**src/rtl/ram_sched_pkg.sv**
```systemverilog
// ---------------------------------------------------------------------------
// ram_sched_pkg
// Shared types and default sizes for the frame-RAM write scheduler.
//   state_e : write sequencer states (ARB, SETUP, STROBE)
//   req_e   : requester identity (HOST, STRM)
//   *_DEF   : default address width, pixel width and frame length
// ---------------------------------------------------------------------------
package ram_sched_pkg;

  localparam int ADDR_W_DEF       = 18;
  localparam int DATA_W_DEF       = 8;
  localparam int FRAME_PIXELS_DEF = 262144;

  typedef enum logic [1:0] {
    ARB    = 2'd0,
    SETUP  = 2'd1,
    STROBE = 2'd2
  } state_e;

  typedef enum logic {
    HOST = 1'b0,
    STRM = 1'b1
  } req_e;

endpackage

```
**src/rtl/ram_sched_arbiter.sv**
```systemverilog
// ---------------------------------------------------------------------------
// ram_sched_arbiter
// Two-way grant between the host loader and the result stream.
// Optional feature macro: ROUND_ROBIN_EN
//   defined   : on contention, grant the requester that did not win last;
//               last_grant resets to HOST so the first contention goes to STRM.
//   undefined : fixed priority, stream always wins (no history register).
// Ports:
//   Clock, Rst       : clock / async active-low reset (ROUND_ROBIN_EN only)
//   en_i             : arbiter may grant this cycle (ARB state, no finish)
//   host_valid_i     : host beat present
//   strm_valid_i     : stream beat present
//   grant_host_o     : host granted (combinational)
//   grant_strm_o     : stream granted (combinational)
// A grant is only issued to a valid requester, so a grant is a transfer.
// ---------------------------------------------------------------------------
module ram_sched_arbiter
  import ram_sched_pkg::*;
(
`ifdef ROUND_ROBIN_EN
  input  logic Clock,
  input  logic Rst,
`endif
  input  logic en_i,
  input  logic host_valid_i,
  input  logic strm_valid_i,
  output logic grant_host_o,
  output logic grant_strm_o
);

`ifdef ROUND_ROBIN_EN
  req_e last_grant_q, last_grant_d;

  always_ff @(posedge Clock or negedge Rst) begin
    if (!Rst) last_grant_q <= HOST;
    else      last_grant_q <= last_grant_d;
  end

  always_comb begin
    last_grant_d = last_grant_q;
    if (grant_strm_o)      last_grant_d = STRM;
    else if (grant_host_o) last_grant_d = HOST;
  end
`endif

  always_comb begin
    grant_host_o = 1'b0;
    grant_strm_o = 1'b0;
    if (en_i) begin
      if (host_valid_i && strm_valid_i) begin
`ifdef ROUND_ROBIN_EN
        if (last_grant_q == HOST) grant_strm_o = 1'b1;
        else                      grant_host_o = 1'b1;
`else
        grant_strm_o = 1'b1;
`endif
      end else if (strm_valid_i) begin
        grant_strm_o = 1'b1;
      end else if (host_valid_i) begin
        grant_host_o = 1'b1;
      end
    end
  end

endmodule

```
**src/rtl/ram_write_scheduler.sv**
```systemverilog
// ---------------------------------------------------------------------------
// ram_write_scheduler
// Write-side controller for the single-port frame RAM. Arbitrates host
// (addressed) and stream (sequential) beats, turns each accepted beat into a
// SETUP/STROBE pair so the RAM sees stable address/data before the rising
// edge of WriteEnable, and pulses finish once per frame of stream pixels.
// Optional feature macro: ROUND_ROBIN_EN (see ram_sched_arbiter).
//
// state  | meaning
// -------+-----------------------------------------------------------
// ARB    | idle / arbitrate; beat accepted on valid & ready
// SETUP  | Address/Data_In stable, WriteEnable low
// STROBE | WriteEnable high, RAM captures on its rising edge
//
// Ports:
//   Clock, Rst                 : clock, async active-low reset
//   host_valid/ready/addr/data : host loader write port
//   strm_valid/ready/data      : accelerator result stream
//   Address, Data_In           : registered RAM address / data
//   WriteEnable                : registered RAM write strobe
//   finish                     : one-cycle pulse after a frame's last pixel
//   busy                       : high in SETUP and STROBE
// ---------------------------------------------------------------------------
module ram_write_scheduler
  import ram_sched_pkg::*;
#(
  parameter int ADDR_W       = ADDR_W_DEF,
  parameter int DATA_W       = DATA_W_DEF,
  parameter int FRAME_PIXELS = FRAME_PIXELS_DEF
) (
  input  logic              Clock,
  input  logic              Rst,
  input  logic              host_valid,
  output logic              host_ready,
  input  logic [ADDR_W-1:0] host_addr,
  input  logic [DATA_W-1:0] host_data,
  input  logic              strm_valid,
  output logic              strm_ready,
  input  logic [DATA_W-1:0] strm_data,
  output logic [ADDR_W-1:0] Address,
  output logic [DATA_W-1:0] Data_In,
  output logic              WriteEnable,
  output logic              finish,
  output logic              busy
);

  localparam logic [ADDR_W-1:0] LAST_PIX = ADDR_W'(FRAME_PIXELS - 1);

  state_e            state_q, state_d;
  req_e              src_q, src_d;
  logic [ADDR_W-1:0] addr_q, addr_d;
  logic [DATA_W-1:0] data_q, data_d;
  logic [ADDR_W-1:0] cnt_q, cnt_d;
  logic              we_q, we_d;
  logic              fin_q, fin_d;

  logic              arb_en;
  logic              grant_host, grant_strm;
  logic              xfer_host, xfer_strm, xfer;

  // No grant during the finish cycle so the RAM dump is not disturbed.
  assign arb_en = (state_q == ARB) && !fin_q;

  ram_sched_arbiter u_arb (
`ifdef ROUND_ROBIN_EN
    .Clock        (Clock),
    .Rst          (Rst),
`endif
    .en_i         (arb_en),
    .host_valid_i (host_valid),
    .strm_valid_i (strm_valid),
    .grant_host_o (grant_host),
    .grant_strm_o (grant_strm)
  );

  // State and datapath registers.
  always_ff @(posedge Clock or negedge Rst) begin
    if (!Rst) begin
      state_q <= ARB;
      src_q   <= HOST;
      addr_q  <= '0;
      data_q  <= '0;
      cnt_q   <= '0;
      we_q    <= 1'b0;
      fin_q   <= 1'b0;
    end else begin
      state_q <= state_d;
      src_q   <= src_d;
      addr_q  <= addr_d;
      data_q  <= data_d;
      cnt_q   <= cnt_d;
      we_q    <= we_d;
      fin_q   <= fin_d;
    end
  end

  // Next-state logic.
  always_comb begin
    state_d = state_q;
    unique case (state_q)
      ARB:     if (xfer) state_d = SETUP;
      SETUP:   state_d = STROBE;
      STROBE:  state_d = ARB;
      default: state_d = ARB;
    endcase
  end

  // Output / datapath next values.
  always_comb begin
    host_ready = grant_host;
    strm_ready = grant_strm;
    xfer_host  = host_valid && grant_host;
    xfer_strm  = strm_valid && grant_strm;
    xfer       = xfer_host || xfer_strm;

    addr_d = addr_q;
    data_d = data_q;
    src_d  = src_q;
    cnt_d  = cnt_q;
    fin_d  = 1'b0;

    if (xfer_host) begin
      addr_d = host_addr;
      data_d = host_data;
      src_d  = HOST;
    end else if (xfer_strm) begin
      addr_d = cnt_q;
      data_d = strm_data;
      src_d  = STRM;
    end

    // Stream address advances only once its write has been strobed.
    if (state_q == STROBE && src_q == STRM) begin
      if (cnt_q == LAST_PIX) begin
        cnt_d = '0;
        fin_d = 1'b1;
      end else begin
        cnt_d = cnt_q + 1'b1;
      end
    end

    // Registered from the next state so the strobe is glitch-free and rises
    // on an edge where address/data do not move.
    we_d = (state_d == STROBE);
  end

  assign Address     = addr_q;
  assign Data_In     = data_q;
  assign WriteEnable = we_q;
  assign finish      = fin_q;
  assign busy        = (state_q != ARB);

endmodule

```
**config.mk**
```make
export PLATFORM = sky130hd
export DESIGN_NAME = ram_write_scheduler
export DESIGN_NICKNAME = d
export VERILOG_FILES = /design/src/rtl/ram_sched_pkg.sv /design/src/rtl/ram_sched_arbiter.sv /design/src/rtl/ram_write_scheduler.sv
export SDC_FILE = /design/constraint.sdc
export NUM_CORES = 1
export LEC_CHECK = 0
export BUFFER_PORTS_ARGS = -buffer_cell sky130_fd_sc_hd__buf_2
export CORE_MARGIN = 2
export CORE_UTILIZATION = 40
export DETAILED_ROUTE_END_ITERATION = 16
export HOLD_SLACK_MARGIN = 0.03
export SLEW_MARGIN = 15
export SYNTH_ARGS = -nofsm -noshare
export SYNTH_HDL_FRONTEND = slang
export SYNTH_SLANG_ARGS = --single-unit
```
**constraint.sdc**
```tcl
create_clock -name Clock -period 3.2 [get_ports Clock]
set_input_delay 0.16 -clock Clock [delete_from_list [all_inputs] [get_ports Clock]]
set_output_delay 0.16 -clock Clock [all_outputs]
set_load 0.005 [all_outputs]
```
# == After elaboration in Yosys (flattened, before gate mapping) ==
# Cells that the tools add are included.
# totals
inputBits,38
reg_bits,49
output_inout_bits,31
word_cells,40
# op_classes
n_mux,18
n_reduce_logical,10
eq_ne,4
addsub,1
# op_table
cell,n
2-to-1 mux 18 bit,3
adder 18 x 1 -> 18 bit (second input constant),1
== test 18 bit (second input constant),1
2-to-1 mux 8 bit,2
2-to-1 mux 1 bit,11
logical AND 1 bit,5
== test 2 bit (second input constant),2
one-hot mux 2 bit (2 select lines),1
nonzero test 2 bit,2
== test 2 x 1 -> 1 bit (second input constant),1
zero test 2 bit,1
2-to-1 mux 2 bit,1
zero test 1 bit,1
logical OR 1 bit,1

# == Logic depth before layout (Yosys ltp) ==
# Gate-level depths: netlist (run 1).
# logic_depth
word_depth,9
ltp_mapped,6
mapped_depth_nobuf,5

# == Hierarchy ==
# Synthesis (run 1) repeated with hierarchy kept, for this count alone.
# hier_totals
hier_cells,219
hier_area_um2,2307.2
# modules_own_cells
mod,cells_per_inst,n_inst,area_each_um2,seq_area_each_um2
ram_write_scheduler,217,1,2290.9,1201.2
ram_sched_arbiter,2,1,16.3,0.0

# == Worst setup path before layout (run 1) ==
# No wires, ideal clock.
# synth_path
kind,flip-flop to flip-flop
from,reg cnt_q[0]
to,reg cnt_q[16]
setup_ns,0.079
stages_incl_launch_ff,7
setup_slack_ns,1.502
period_less_slack_ns,1.698
arrival_ns,1.619
n_path_buf,1
t_required_ns,3.121
cell_sequence,dfrtp_1 ha_1 nand3_1 or4_4 buf_6 nor3_4 xor2_1
# synth_between
elab_chain_cells,2
word_cells_on_any_way,3
classes_between,add/sub: 1; eq/ne: 1; mux: 1
# synth_lines
item,line,rtl
start: declaration,ram_write_scheduler.sv:53,"logic [ADDR_W-1:0] cnt_q, cnt_d;"
start signal: assignment,ram_write_scheduler.sv:91,cnt_q <= cnt_d;
adder 18 x 1 -> 18 bit / == test 18 bit (equally long branches),"ram_write_scheduler.sv:138, ram_write_scheduler.sv:134",
2-to-1 mux 18 bit *,ram_write_scheduler.sv:134,if (cnt_q == LAST_PIX) begin
# Every way passes the cells marked *; elsewhere a longest branch is shown, timed or not.
# A chain may end at the register's enable or synchronous reset.

# == Worst setup path after layout (run 1) ==
# layout_path
from,reg state_q[1]
to,out strm_ready
# layout_between
elab_chain_cells,3
# layout_lines
item,line,rtl
start: declaration,ram_write_scheduler.sv:49,"state_e state_q, state_d;"
start signal: assignment,ram_write_scheduler.sv:87,state_q <= state_d;
zero test 2 bit,ram_write_scheduler.sv:62,assign arb_en = (state_q == ARB) && !fin_q;
logical AND 1 bit,ram_write_scheduler.sv:62,
2-to-1 mux 1 bit,ram_sched_arbiter.sv:49,if (en_i) begin
end: declaration,ram_write_scheduler.sv:38,"output logic strm_ready,"
# Every way passes these cells.

==> results of run 1 <==
-- registers in the layout, indices dropped and copies added, names as in the netlist --
signal	count
Address	18
state_q	2
src_q	1
Data_In	8
finish	1
cnt_q	18
-- cell families after synthesis --
family | count (synthesis) | synth area share [%]
buffers and inverters | 22 | 3.93
XOR/XNOR | 9 | 3.17
multiplexers | 1 | 0.403
adder cells (fa/ha/maj) | 1 | 0.503
flip-flops | 48 | 48.3
AO/OA/AOI/OAI | 90 | 22.5
AND/OR/NAND/NOR | 87 | 21.2
-- report_power, final --
part / total, mW / switching, mW / internal [mW]
logic: 0.827 / 0.438 / 0.389
clock network: 0.476 / 0.200 / 0.276
registers: 0.945 / 0.161 / 0.784
-- area by class of cell --
class                      instances  share of cell area (%)
clock buffer                       7                    3.23
clock inverter                     1                    1.01
inverter                           3                   0.377
multi-input combinational        188                    39.7
sequential                        48                    40.2
tap                               75                    3.14
timing repair buffer              71                    12.3
-- metrics by stage --
step	area [sq um]	std cells	power [mW]	setup slack, ns	hold slack (ns)
floorplan	2480	258	1.47	1.50	-0.136
global placement	2850	384	1.77	1.37	0.396
detailed placement	2850	384	1.80	1.32	0.400
CTS	2970	392	2.27	0.977	0.0846
global route	2990	393	2.43	0.841	0.0937
finish	2990	393	2.25	1.01	0.0862
-- worst paths after layout --
| check | endpoint | slack [ns] |
|---|---|---|
| max | strm_ready | 1.01 |
| min | Data_In[2] | 0.09 |
| max reg2reg | cnt_q[7] | 1.33 |
| min reg2reg | cnt_q[12] | 0.50 |
| max in group asynchronous | Address[13] | 2.37 |
| min in group asynchronous | Data_In[7] | 0.40 |
-- placed cells by master (no fill, tap or decap), types with 2 or more instances in the layout --
cell type / synthesis / final
and3_1: 2 / 2
buf_2: 6 / 67
buf_4: 0 / 3
clkbuf_8: 0 / 7
nor3_1: 2 / 2
nand2_1: 16 / 16
nand3_1: 6 / 6
o21ai_0: 31 / 31
xor2_1: 6 / 6
nor2b_1: 26 / 26
inv_1: 3 / 3
nand4_1: 4 / 4
a31oi_1: 26 / 26
a21oi_1: 3 / 3
nor2_1: 9 / 9
a22oi_1: 26 / 26
dfrtp_1: 48 / 48
o211ai_1: 3 / 3
nand2b_1: 2 / 2
or3_2: 4 / 4
or3_1: 3 / 3
xnor2_1: 3 / 3
and4_1: 3 / 3
-- layer usage --
metal	part of all wire (%)	GRT usage, %	routed length [microns]
met1	48	25.4	2860
met2	48	30.6	2890
met3	3.4	2.98	207
met4	0.87	4.47	52
met5	0	0	0
-- worst reg2reg max path: stages, from the launching register on --
cell	delay [ns]
dfrtp_1	0.42
and4_1	0.30
nand4_1	0.19
nor4_1	0.62
o211ai_1	0.19
==> run metrics, run 1 <==
minimum clock period 2.19 ns; area of the multi-input gates 1190 sq um; max cap viols 0; most common cell in the netlist dfrtp_1; Die X 82.8 microns; first-pass iteration count of the detailed router 4; Yosys top cell by area dfrtp_1; DP Wirelength 4.05 mm; Sequential cell area 1200 sq um; vias in the first global route 2189; ant diodes 0; endpoint type of the worst setup path output port; synth cell count leaders dfrtp_1, o21ai_0, a22oi_1, a31oi_1, nor2b_1; worst-path cell with the longest stage delay and2_1; Port-buffer cells 68; initial antenna violation count 0; gr ovfl total 0; Wirelength per Cell 15.3 microns; P_leak 1.39 nW; Initial Utilization 41.7%; final setup violation count 0; Global Route Usage Sum 18.4%; RR Startpoint cnt_q[10]; HP Class in2reg; Synth cell types 37; first-pass GRT wire length 10.5 mm; # DRC 0; FF+latch count, synth 48; CTS tree yes; delay-heaviest family, CP simple AND/OR/NAND/NOR gates; CP bufs+invs 2; num ports 69; sequential area share after synthesis 48.3%; Fin. Hold Viols 0; row count 28; setup TNS 0 ns; worst-skew pair later-pin latency 0.30 ns; hold-critical path depth 3; FILL cells 573; Primary FF master, synth dfrtp_1; root buffer cell clkbuf_8; worst stage delay on the critical path 0.59 ns; CP arrival 2.03 ns; fraction of layout cells with a size suffix above 1 28.0%; largest net degree at the start of global routing 55; Routability Congestion 0.780; count of flip-flops with a built-in enable after synthesis 0; Reg2Reg Depth 4; cell area after synthesis 2480 sq um; Worst Skew 0.0101 ns; fin util 50.1%; RSZ-0062 raised after global routing no; Final ANT Viol Nets 0; Async SR Flop Fraction 100%; Core ar. 5960 sq um; via count 2179; cells after synthesis 258; crit-path cells nor3_2 > and2_1 > buf_4 > buf_2; post-synth top area share 48.3%; worst rel slew slack 40.8%; CTS resizes 0; CTS Sinks 48; Vias/cell 5.54; die area 6860 sq um; Ys Warns 0; final wirelength 6.01 mm; clock tree buffer depth 2; Tcrit/Tclk final 68.3%; Peak supply drop 0.370 mV; post-synthesis area per instance 9.63 sq um; CTS Hold Bufs 0; drt initial violations 120; Critical path origin state_q[1]; Area Growth Syn to Fin 20.2%; Hold Startpoint strm_data[2]; Critical Path Stages 4; H-tree levels 2; pins over their slew limit 0; PwrDens 753 nW/um^2; clk slew on worst S/H paths 0.09 ns; Die Ht 82.8 microns; Worst-Margin Slew 0.888 ns; worst path required time 3.04 ns; post-synth net total 297; Net count, final 356; fmax 458 MHz; Post-CTS Setup Bufs 0; status finished clean; CTS Buf Count 5; Worst setup SP type flop; Max FO, Critical Path 18; critical path type reg2out; main area contributors after synthesis dfrtp_1, a22oi_1, a31oi_1
(Power assumes the default switching activity.)
==> run 2: changes to the inputs <==
--- a/config.mk
+++ b/config.mk
@@ -10,6 +10,7 @@
 export CORE_UTILIZATION = 40
 export DETAILED_ROUTE_END_ITERATION = 16
 export HOLD_SLACK_MARGIN = 0.03
+export PLACE_DENSITY = 0.66
 export SLEW_MARGIN = 15
 export SYNTH_ARGS = -nofsm -noshare
 export SYNTH_HDL_FRONTEND = slang
==> constraint.sdc (replaced) <==
create_clock -name Clock -period 1.8 [get_ports Clock]
set_input_delay 0.09 -clock Clock [delete_from_list [all_inputs] [get_ports Clock]]
set_output_delay 0.09 -clock Clock [all_outputs]
set_load 0.005 [all_outputs]
==> run metrics, run 2 (synthesized netlist as in run 1, its figures left out) <==
final setup violation count 0 (unchanged); drt initial violations 95 (-21%); worst rel slew slack 73.9% (+33 points); vias in the first global route 2212 (+1.1%); Worst Skew 0.00802 ns (-0.00210 ns); first-pass iteration count of the detailed router 4 (unchanged); status finished clean; fin util 52.3% (+2.1 points); Max FO, Critical Path 21 (+3); CP arrival 1.60 ns (-0.43 ns); root buffer cell clkbuf_8; largest net degree at the start of global routing 49 (-11%); CTS Buf Count 5 (unchanged); fraction of layout cells with a size suffix above 1 29.3% (+1.4 points); first-pass GRT wire length 10.5 mm (+0.20%); CTS Sinks 48 (unchanged); Wirelength per Cell 15.2 microns (-0.92%); Worst setup SP type flop; Die Ht 82.8 microns (unchanged); H-tree levels 2 (unchanged); final std cells w/o fill 409 (+4.1%); Peak supply drop 0.757 mV (+100%); num ports 69 (unchanged); fmax 592 MHz; PwrDens 1250 nW/um^2 (+67%); Port-buffer cells 68 (unchanged); Tcrit/Tclk final 93.8%; Global Route Usage Sum 18.5% (+0.098 points); Area Growth Syn to Fin 25.3%; HP Class in2reg; CTS tree yes; P_leak 1.45 nW (+4.7%); pins over their slew limit 0 (unchanged); Vias/cell 5.58 (+0.63%); # DRC 0 (unchanged); FILL cells 552 (-3.7%); DP Wirelength 4.31 mm (+6.4%); Post-CTS Setup Bufs 0 (unchanged); Final ANT Viol Nets 0 (unchanged); commonest non-fill, non-tap cell in the layout buf_2; Worst-Margin Slew 0.392 ns (-0.496 ns); minimum clock period 1.69 ns; via count 2282 (+4.7%); row count 28 (unchanged); worst path required time 1.71 ns (-1.33 ns); Fin. Hold Viols 0 (unchanged); die area 6860 sq um (unchanged); ant diodes 0 (unchanged); most frequent cells in the layout buf_2, dfrtp_1, o21ai_0; gr ovfl total 0 (unchanged); clk slew on worst S/H paths 0.09 ns (about the same); critical path type reg2out; Die X 82.8 microns (unchanged); endpoint type of the worst setup path output port; clock tree buffer depth 2 (unchanged); initial antenna violation count 0 (unchanged); placed instance count 394 (+2.6%); Core ar. 5960 sq um (unchanged); hold slack 0.0375 ns (-0.0488 ns); worst-skew pair later-pin latency 0.30 ns (about the same); RSZ-0062 raised after global routing yes; Initial Utilization 41.7% (unchanged); final wirelength 6.20 mm (+3.1%); Net count, final 373 (+4.8%); Routability Congestion 0.770 (-1.3%); max cap viols 0 (unchanged)
-- run 2: repair_timing --
item,CTS,global route
endpoints found under the hold margin,55,0
resized for setup,0,3
hold buffers,8,0
setup endpoints to repair,0,5
-- run 2: critical path, cell delays in order, from the launching register on --
cell     delay, ns
dfrtp_2       0.46
nor3_2        0.27
and2_1        0.20
buf_6         0.21
buf_2         0.14
-- run 2: per-layer routing --
layer / track usage [%] / vias up / wire [microns]
li1: - / 1096 / -
met1: 24.7 / 1105 / 2810
met2: 29.9 / 72 / 2900
met3: 3.98 / 9 / 362
met4: 6.71 / 0 / 116
met5: 0 / - / 0
-- run 2: area by class of cell --
type / count / area [sq um] / share of cell area, %
timing repair buffer: 88 / 543 / 17.4
inverter: 3 / 11.3 / 0.362
clock buffer: 6 / 72.6 / 2.33
clock inverter: 1 / 5.00 / 0.161
sequential: 48 / 1200 / 38.6
tap: 75 / 93.8 / 3.01
multi-input combinational: 188 / 1190 / 38.1
-- run 2: power breakdown --
| group | switching, mW | leakage (nW) | internal [mW] | total [mW] |
|---|---|---|---|---|
| Combinational | 0.833 | 0.796 | 0.815 | 1.65 |
| Clock | 0.348 | 0.0410 | 0.265 | 0.613 |
| Sequential | 0.248 | 0.614 | 1.40 | 1.64 |
| Total | 1.43 | 1.45 | 2.48 | 3.91 |
-- run 2: worst paths after layout --
path                                   start     endpoint  slack (ns)  depth (start not counted)
max in group asynchronous                Rst   state_q[1]        1.28                          3
worst min register to register     cnt_q[12]    cnt_q[12]        0.50                          1
min in group asynchronous                Rst  Address[11]        0.29                          3
worst min-delay path            strm_data[5]   Data_In[5]        0.04                          3
worst max register to register    state_q[0]    cnt_q[16]        0.12                          4
worst max-delay path              state_q[1]   strm_ready        0.11                          4
-- run 2: through the flow --
step / area, sq um / power (mW) / setup WS, ns / setup TNS (ns)
3_5_place_dp: 2950 / 3.29 / 0.0737 / 0
2_1_floorplan: 2480 / 2.61 / 0.102 / 0
6_report: 3110 / 3.91 / 0.112 / 0
5_1_grt: 3110 / 4.20 / -0.000358 / -0.000358
4_1_cts: 3110 / 3.92 / 0.0587 / 0
3_3_place_gp: 2950 / 3.25 / 0.107 / 0
